**src/rtl/rx_word_framer_pkg.sv**
```systemverilog
`default_nettype none
// ============================================================================
// Module      : rx_word_framer_pkg
// Description : Framing symbols, widths and FSM state encoding shared by the
//               receive word framer and its checksum accumulator.
// Revision    : 1.0 - initial release
// ============================================================================
package rx_word_framer_pkg;

    localparam logic [7:0] c_stp = 8'hFB;
    localparam logic [7:0] c_end = 8'hFD;
    localparam logic [7:0] c_idl = 8'hBC;

    localparam int unsigned c_word_w = 32;
    localparam int unsigned c_csum_w = 24;
    localparam int unsigned c_len_w  = 8;

    typedef enum logic [1:0] {
        ST_IDLE    = 2'd0,
        ST_PAYLOAD = 2'd1,
        ST_TRAILER = 2'd2
    } state_t;

    function automatic logic is_stp(input logic [c_word_w-1:0] w);
        return (w[31:24] == c_stp);
    endfunction

    function automatic logic is_end(input logic [c_word_w-1:0] w);
        return (w[31:24] == c_end);
    endfunction

    function automatic logic [c_len_w-1:0] hdr_len(input logic [c_word_w-1:0] w);
        return w[23:16];
    endfunction

endpackage
`default_nettype wire

```
**src/rtl/rx_word_framer_if.sv**
```systemverilog
`default_nettype none
// ============================================================================
// Module      : rx_word_framer_if
// Description : Word stream from PHY_RX into the framer and the framed payload
//               stream and frame status out of it.
// Revision    : 1.0 - initial release
// ============================================================================
interface rx_word_framer_if;

    logic [31:0] data_in;
    logic        valid_in;
    logic [31:0] data_out;
    logic        valid_out;
    logic        sop;
    logic        eop;
    logic        frame_ok;
    logic        frame_err;
    logic [7:0]  good_count;
    logic [7:0]  err_count;

    // Framer side
    modport slave (
        input  data_in,
        input  valid_in,
        output data_out,
        output valid_out,
        output sop,
        output eop,
        output frame_ok,
        output frame_err,
        output good_count,
        output err_count
    );

    // PHY / consumer side
    modport master (
        output data_in,
        output valid_in,
        input  data_out,
        input  valid_out,
        input  sop,
        input  eop,
        input  frame_ok,
        input  frame_err,
        input  good_count,
        input  err_count
    );

endinterface
`default_nettype wire

```
**src/rtl/rx_xor_accum.sv**
```systemverilog
`default_nettype none
// ============================================================================
// Module      : rx_xor_accum
// Description : Running XOR of the low 24 bits of each enabled payload word.
// Revision    : 1.0 - initial release
// ============================================================================
module rx_xor_accum
    import rx_word_framer_pkg::*;
(
    input  wire logic                clk,
    input  wire logic                rst,
    input  wire logic                clear,
    input  wire logic                enable,
    input  wire logic [c_word_w-1:0] word_in,
    output logic      [c_csum_w-1:0] result
);

    logic [c_csum_w-1:0] acc_q;
    logic [c_csum_w-1:0] acc_d;

    // Only the low 24 bits take part in the trailer checksum.
    logic unused_hi;
    assign unused_hi = ^word_in[c_word_w-1:c_csum_w];

    always_comb begin
        acc_d = acc_q;
        if (clear) begin
            acc_d = '0;
        end else if (enable) begin
            acc_d = acc_q ^ word_in[c_csum_w-1:0];
        end
    end

    always_ff @(posedge clk) begin
        if (rst) begin
            acc_q <= '0;
        end else begin
            acc_q <= acc_d;
        end
    end

    assign result = acc_q;

endmodule
`default_nettype wire

```
**src/rtl/rx_word_framer.sv**
```systemverilog
`default_nettype none
// ============================================================================
// Module      : rx_word_framer
// Description : Extracts STP/length-headed, END/checksum-trailed frames from the
//               PHY_RX word stream and forwards the payload with sop/eop.
// Revision    : 1.0 - initial release
// ============================================================================
module rx_word_framer
    import rx_word_framer_pkg::*;
#(
    parameter int MAX_LEN = 16,
    parameter int TIMEOUT = 8
) (
    input  wire logic      clk_f,
    input  wire logic      reset,
    rx_word_framer_if.slave bus
);

    localparam int unsigned       c_idle_w    = (TIMEOUT < 2) ? 1 : $clog2(TIMEOUT + 1);
    localparam logic [c_idle_w-1:0] c_idle_last = c_idle_w'(TIMEOUT - 1);

    state_t               state_q,     state_d;
    logic [c_len_w-1:0]   len_q,       len_d;
    logic                 first_q,     first_d;
    logic [c_idle_w-1:0]  idle_q,      idle_d;
    logic [c_word_w-1:0]  data_out_q,  data_out_d;
    logic                 valid_out_q, valid_out_d;
    logic                 sop_q,       sop_d;
    logic                 eop_q,       eop_d;
    logic                 ok_q,        ok_d;
    logic                 err_q,       err_d;
    logic [7:0]           good_q,      good_d;
    logic [7:0]           errc_q,      errc_d;

    logic                 acc_clear;
    logic                 acc_en;
    logic [c_csum_w-1:0]  acc_result;
    logic [c_len_w-1:0]   in_len;
    logic                 in_len_ok;

    rx_xor_accum u_accum (
        .clk     (clk_f),
        .rst     (reset),
        .clear   (acc_clear),
        .enable  (acc_en),
        .word_in (bus.data_in),
        .result  (acc_result)
    );

    assign in_len    = hdr_len(bus.data_in);
    assign in_len_ok = (in_len != '0) && (int'(in_len) <= MAX_LEN);

    always_comb begin
        state_d     = state_q;
        len_d       = len_q;
        first_d     = first_q;
        idle_d      = idle_q;
        data_out_d  = data_out_q;
        valid_out_d = 1'b0;
        sop_d       = 1'b0;
        eop_d       = 1'b0;
        ok_d        = 1'b0;
        err_d       = 1'b0;
        acc_clear   = 1'b0;
        acc_en      = 1'b0;

        case (state_q)
            ST_IDLE: begin
                idle_d = '0;
                if (bus.valid_in && is_stp(bus.data_in)) begin
                    if (in_len_ok) begin
                        len_d     = in_len;
                        first_d   = 1'b1;
                        acc_clear = 1'b1;
                        state_d   = ST_PAYLOAD;
                    end else begin
                        err_d = 1'b1;
                    end
                end
            end

            ST_PAYLOAD: begin
                if (bus.valid_in) begin
                    idle_d      = '0;
                    valid_out_d = 1'b1;
                    data_out_d  = bus.data_in;
                    sop_d       = first_q;
                    eop_d       = (len_q == c_len_w'(1));
                    first_d     = 1'b0;
                    acc_en      = 1'b1;
                    len_d       = len_q - c_len_w'(1);
                    if (len_q == c_len_w'(1)) begin
                        state_d = ST_TRAILER;
                    end
                end
            end

            ST_TRAILER: begin
                // The trailer slot consumes the word whatever it holds.
                if (bus.valid_in) begin
                    idle_d  = '0;
                    state_d = ST_IDLE;
                    if (is_end(bus.data_in) && (bus.data_in[c_csum_w-1:0] == acc_result)) begin
                        ok_d = 1'b1;
                    end else begin
                        err_d = 1'b1;
                    end
                end
            end

            default: begin
                state_d = ST_IDLE;
            end
        endcase

        // Starvation watchdog while a frame is open.
        if ((state_q != ST_IDLE) && !bus.valid_in) begin
            if (idle_q == c_idle_last) begin
                err_d   = 1'b1;
                idle_d  = '0;
                state_d = ST_IDLE;
            end else begin
                idle_d = idle_q + c_idle_w'(1);
            end
        end

        good_d = good_q + {7'd0, ok_d};
        errc_d = (err_d && (errc_q != 8'hFF)) ? (errc_q + 8'd1) : errc_q;
    end

    always_ff @(posedge clk_f) begin
        if (reset) begin
            state_q     <= ST_IDLE;
            len_q       <= '0;
            first_q     <= 1'b0;
            idle_q      <= '0;
            data_out_q  <= '0;
            valid_out_q <= 1'b0;
            sop_q       <= 1'b0;
            eop_q       <= 1'b0;
            ok_q        <= 1'b0;
            err_q       <= 1'b0;
            good_q      <= '0;
            errc_q      <= '0;
        end else begin
            state_q     <= state_d;
            len_q       <= len_d;
            first_q     <= first_d;
            idle_q      <= idle_d;
            data_out_q  <= data_out_d;
            valid_out_q <= valid_out_d;
            sop_q       <= sop_d;
            eop_q       <= eop_d;
            ok_q        <= ok_d;
            err_q       <= err_d;
            good_q      <= good_d;
            errc_q      <= errc_d;
        end
    end

    assign bus.data_out   = data_out_q;
    assign bus.valid_out  = valid_out_q;
    assign bus.sop        = sop_q;
    assign bus.eop        = eop_q;
    assign bus.frame_ok   = ok_q;
    assign bus.frame_err  = err_q;
    assign bus.good_count = good_q;
    assign bus.err_count  = errc_q;

endmodule
`default_nettype wire

```
**src/flat_wrapper.sv**
```systemverilog
// flat-port wrapper written by rule: the top's interface ports become plain ports
module rx_word_framer_flat import rx_word_framer_pkg::*;
#(
    parameter int MAX_LEN = 16,
    parameter int TIMEOUT = 8
)
  (clk_f, reset, bus_data_in, bus_valid_in, bus_data_out, bus_valid_out, bus_sop, bus_eop, bus_frame_ok, bus_frame_err, bus_good_count, bus_err_count);
  rx_word_framer_if bus_i ();
  input  wire logic clk_f;
  input  wire logic reset;
  input wire logic [$bits(bus_i.data_in)-1:0] bus_data_in;
  input wire logic [$bits(bus_i.valid_in)-1:0] bus_valid_in;
  output wire logic [$bits(bus_i.data_out)-1:0] bus_data_out;
  output wire logic [$bits(bus_i.valid_out)-1:0] bus_valid_out;
  output wire logic [$bits(bus_i.sop)-1:0] bus_sop;
  output wire logic [$bits(bus_i.eop)-1:0] bus_eop;
  output wire logic [$bits(bus_i.frame_ok)-1:0] bus_frame_ok;
  output wire logic [$bits(bus_i.frame_err)-1:0] bus_frame_err;
  output wire logic [$bits(bus_i.good_count)-1:0] bus_good_count;
  output wire logic [$bits(bus_i.err_count)-1:0] bus_err_count;
  assign bus_i.data_in = bus_data_in;
  assign bus_i.valid_in = bus_valid_in;
  assign bus_data_out = bus_i.data_out;
  assign bus_valid_out = bus_i.valid_out;
  assign bus_sop = bus_i.sop;
  assign bus_eop = bus_i.eop;
  assign bus_frame_ok = bus_i.frame_ok;
  assign bus_frame_err = bus_i.frame_err;
  assign bus_good_count = bus_i.good_count;
  assign bus_err_count = bus_i.err_count;
  rx_word_framer #(.MAX_LEN(MAX_LEN), .TIMEOUT(TIMEOUT)) u_core (.clk_f(clk_f), .reset(reset), .bus(bus_i));
endmodule
```
**config.mk**
```make
export PLATFORM = sky130hd
export DESIGN_NAME = rx_word_framer_flat
export DESIGN_NICKNAME = d
export VERILOG_FILES = /design/src/rtl/rx_word_framer_pkg.sv /design/src/rtl/rx_word_framer_if.sv /design/src/rtl/rx_xor_accum.sv /design/src/rtl/rx_word_framer.sv /design/src/flat_wrapper.sv
export SDC_FILE = /design/constraint.sdc
export NUM_CORES = 1
export LEC_CHECK = 0
export ABC_AREA = 0
export BUFFER_PORTS_ARGS = -buffer_cell sky130_fd_sc_hd__buf_4
export CELL_PAD_IN_SITES_DETAIL_PLACEMENT = 0
export CELL_PAD_IN_SITES_GLOBAL_PLACEMENT = 2
export CORE_MARGIN = 3
export CORE_UTILIZATION = 33
export CTS_CLUSTER_DIAMETER = 80
export CTS_CLUSTER_SIZE = 25
export DETAILED_ROUTE_END_ITERATION = 8
export HOLD_SLACK_MARGIN = 0.05
export PLACE_DENSITY = 0.76
export REMOVE_ABC_BUFFERS = 1
export SYNTH_ARGS = -nofsm -noshare
export SYNTH_HDL_FRONTEND = slang
export SYNTH_HIERARCHICAL = 1
export SYNTH_SLANG_ARGS = --single-unit
```
**constraint.sdc**
```tcl
create_clock -name clk_f -period 2.6 [get_ports clk_f]
set_clock_uncertainty 0.2 [all_clocks]
set_input_delay 0.39 -clock clk_f [delete_from_list [all_inputs] [get_ports clk_f]]
set_output_delay 0.39 -clock clk_f [all_outputs]
set_load 0.1 [all_outputs]
```
==> results.py <==
metrics = {
    "clocking": {
        "postCtsSetupBuffers": 0,
        "cts_tree": "done",
        "cts_made_buffers": 9,
        "clkSinkCount": 92,
        "cts_resized": 0,
        "htree_num_levels": 3,
        "worstSkewPairLatency_ps": 350,
        "cts_buffer_depth": 2,
        "cts_hold_repair.buffers": 0,
        "clk_pin_slew_ps": 60,
        "cts_root_buffer": "clkbuf_16",
    },
    "worst_hold_path": {
        "min_from": "bus_data_in[27]",
        "hp-class": "in -> reg",
        "hold_path_depth": 3,
        "min_to": "u_core/bus.data_out[27]",
    },
    "timing": {
        "hold_violations": 0,
        "rsz0062_at_grt": "false",
        "slew_headroom_pct": 64.8,
        "worst_slack_ps": 244,
        "fin_crit_ps": 2360,
        "slew_violations": 0,
        "hold_slack_ps": 94.0,
        "setup_viol": 0,
        "post-route-period-util_pct": 90.6,
        "worst_pin_slew_ps": 523,
        "fmax_mhz": 424,
    },
    "power_and_ir_drop": {
        "p_total_mw": 3.01,
        "p_leak_nw": 2.15,
        "peakVddDrop_mv": 0.385,
        "power.density_nw_per_um2": 524,
    },
    "critical_path": {
        "rr_startpoint": "u_core/u_accum/result[18]",
        "critPathArrivalTime_ps": 2390,
        "reg2reg_depth": 10,
        "r2r_setup_slack_ps": 240,
        "worst_path_max_delay_cell": "dfxtp_1",
        "r2r_end": "u_core/bus.good_count[4]",
        "cp-start-kind": "register",
        "crit_buf_inv": 0,
        "worst_ep_required_time_ps": 2630,
        "cp_slowest_stage_delay_ps": 330,
        "path_cells": "xnor2_1 > nand4_1 > nor4_1 > nand4_1 > nor2_1 > ha_1 > ha_1 > nand3_1 > xor2_1 > nor2_1",
        "path_class": "reg -> reg",
        "crit_family": "simple AND/OR/NAND/NOR gates",
        "critPathMaxFanout": 3,
        "end_kind": "register",
    },
    "final_layout": {
        "nets": 645,
        "layout_common_cells": "98 x buf_4, 92 x dfxtp_1, 87 x nand2_1",
        "drive_gt1_share_pct": 28.4,
        "finalInstanceArea_um2": 5750,
        "syn_to_final_growth_pct": 25.3,
        "post-route-util_pct": 42.9,
        "antenna_cells": 0,
        "final_common_cell": "buf_4",
    },
    "place": {
        "hpwlAfterDp_um": 7900,
        "gp_congestion": 0.795,
        "dp_slack_ps": 16.5,
        "place_area_um2": 5440,
        "numPortBuffers": 87,
    },
    "global_routing": {
        "grt_pass1_vias": 3725,
        "antenna_found_initial": 0,
        "grt_use_total_pct": 15.4,
        "grt_max_degree": 82,
        "grt_pass1_wl_um": 18700,
        "grt-ovfl-total": 0,
    },
    "route": {
        "ant_nets": 0,
        "drt-initial-drc-count": 227,
        "drt_wl_total_um": 11400,
        "wire_per_inst_um": 14.5,
        "dr.pass1.iters": 4,
        "via_per_inst": 4.98,
        "drcViolationCount": 0,
        "num_vias": 3889,
    },
    "yosys": {
        "synth-seq-cells": 92,
        "syn-instance-count": 518,
        "synth.area.top_cells": "dfxtp_1 40%, nand2_1 7.1%, a21oi_1 5.3%, a21bo_2 5.0%, xnor2_1 4.4%",
        "yosys.area.top_type": "dfxtp_1",
        "synth_edf_count": 0,
        "synth-async-reset-ratio_pct": 0,
        "ys_types": 58,
        "synth_top_area_share_pct": 40.1,
        "avgSynthCellArea_um2": 8.87,
        "yosys_warnings": 6,
        "yosys_most_used_dff": "dfxtp_1",
        "syn_area_um2": 4590,
        "ys_seq_area_share_pct": 40.1,
    },
    "floorplanning": {
        "die_h_um": 124,
        "rows": 42,
        "core_um2": 13400,
        "io_pins": 88,
        "start_util_pct": 34.3,
        "die_w_um": 124,
        "die-area_um2": 15400,
    },
    "flow_run": {
        "maxCapViolations": 0,
    },
    "outcome": {
        "status": "complete, no violations",
    },
}
cell usage after synthesis, drive strengths merged, types with 6 or more instances:
master / instances
nor4: 6
nand4: 11
inv: 13
nand3b: 26
nor2: 29
nand3: 12
o21ai: 7
xnor2: 23
nor2b: 9
xor2: 8
ha: 10
a21bo: 24
dfxtp: 92
a21oi: 69
clkbuf: 19
nand2: 88
buf: 10
worst reg2reg max path, cell delays in order, from the launching register on:
cell,delay (ps)
dfxtp_1,330
xnor2_1,210
nand4_1,190
nor4_1,240
nand4_1,190
nor2_1,160
ha_1,180
ha_1,220
nand3_1,100
xor2_1,150
nor2_1,60
flip-flops by register name (all words and copies together), names as in the netlist:
| name | flops |
|---|---|
| u_core/bus.frame_ok | 1 |
| u_core/bus.data_out | 32 |
| u_core/u_accum/result | 24 |
| u_core/bus.good_count | 8 |
| u_core/len_q | 8 |
| u_core/idle_q | 4 |
| u_core/bus.frame_err | 1 |
| u_core/bus.err_count | 8 |
| u_core/bus.sop | 1 |
| u_core/state_q | 2 |
| u_core/first_q | 1 |
| u_core/bus.eop | 1 |
| u_core/bus.valid_out | 1 |
final cells by class:
type                            count  area (um2)
Sequential cell                    92        1840
Inverter                           14        52.6
Clock buffer                       12         246
Fill cell                        1337        7650
Tap cell                          176         220
Timing Repair Buffer              100         776
Multi-Input combinational cell    383        2540
Clock inverter                      4        72.6
where the power goes:
| part | leakage (nW) | total [mW] | switching, mW | internal [mW] |
|---|---|---|---|---|
| Combinational | 1.26 | 0.178 | 0.112 | 0.0660 |
| Sequential | 0.741 | 1.42 | 0.00588 | 1.41 |
| Clock | 0.153 | 1.42 | 0.552 | 0.868 |
| Total | 2.15 | 3.01 | 0.669 | 2.35 |
routing by layer:
metal | global-route usage (%) | up-vias | share of wire [%]
li1 | - | 1971 | -
met1 | 20.8 | 1824 | 48
met2 | 24.1 | 81 | 45
met3 | 4.50 | 13 | 5.1
met4 | 4.52 | 0 | 1.3
met5 | 0 | - | 0
worst max path at each step:
stage | start | end | cells after the start
2_1_floorplan | u_core/state_q[1] | u_core/bus.sop | 5
3_3_place_gp | bus_data_in[18] | u_core/bus.good_count[5] | 11
3_5_place_dp | bus_data_in[18] | u_core/bus.good_count[4] | 11
6_report | u_core/u_accum/result[18] | u_core/bus.good_count[4] | 10
5_1_grt | u_core/u_accum/result[14] | u_core/bus.good_count[7] | 10
4_1_cts | u_core/u_accum/result[18] | u_core/bus.good_count[4] | 10
stage by stage:
| stage | std cells | setup TNS (ps) |
|---|---|---|
| global route | 781 | 0 |
| global placement | 765 | -1.54 |
| finish | 781 | 0 |
| detailed placement | 765 | 0 |
| floorplan | 489 | -58910 |
| CTS | 781 | 0 |
cells by family (layout without fill, tap and decap cells):
group,Yosys count,in the layout,share of synthesized area [%]
buffers and inverters,43,130,4.49
AOI/OAI and AO/OA,126,126,21.6
xor gates and xnor gates,31,31,5.91
and+or+nand+nor,206,206,22.8
muxes,10,10,2.32
DFF,92,92,40.1
adders and majority gates,10,10,2.72
No activity file was read; power rests on OpenSTA's default activity.
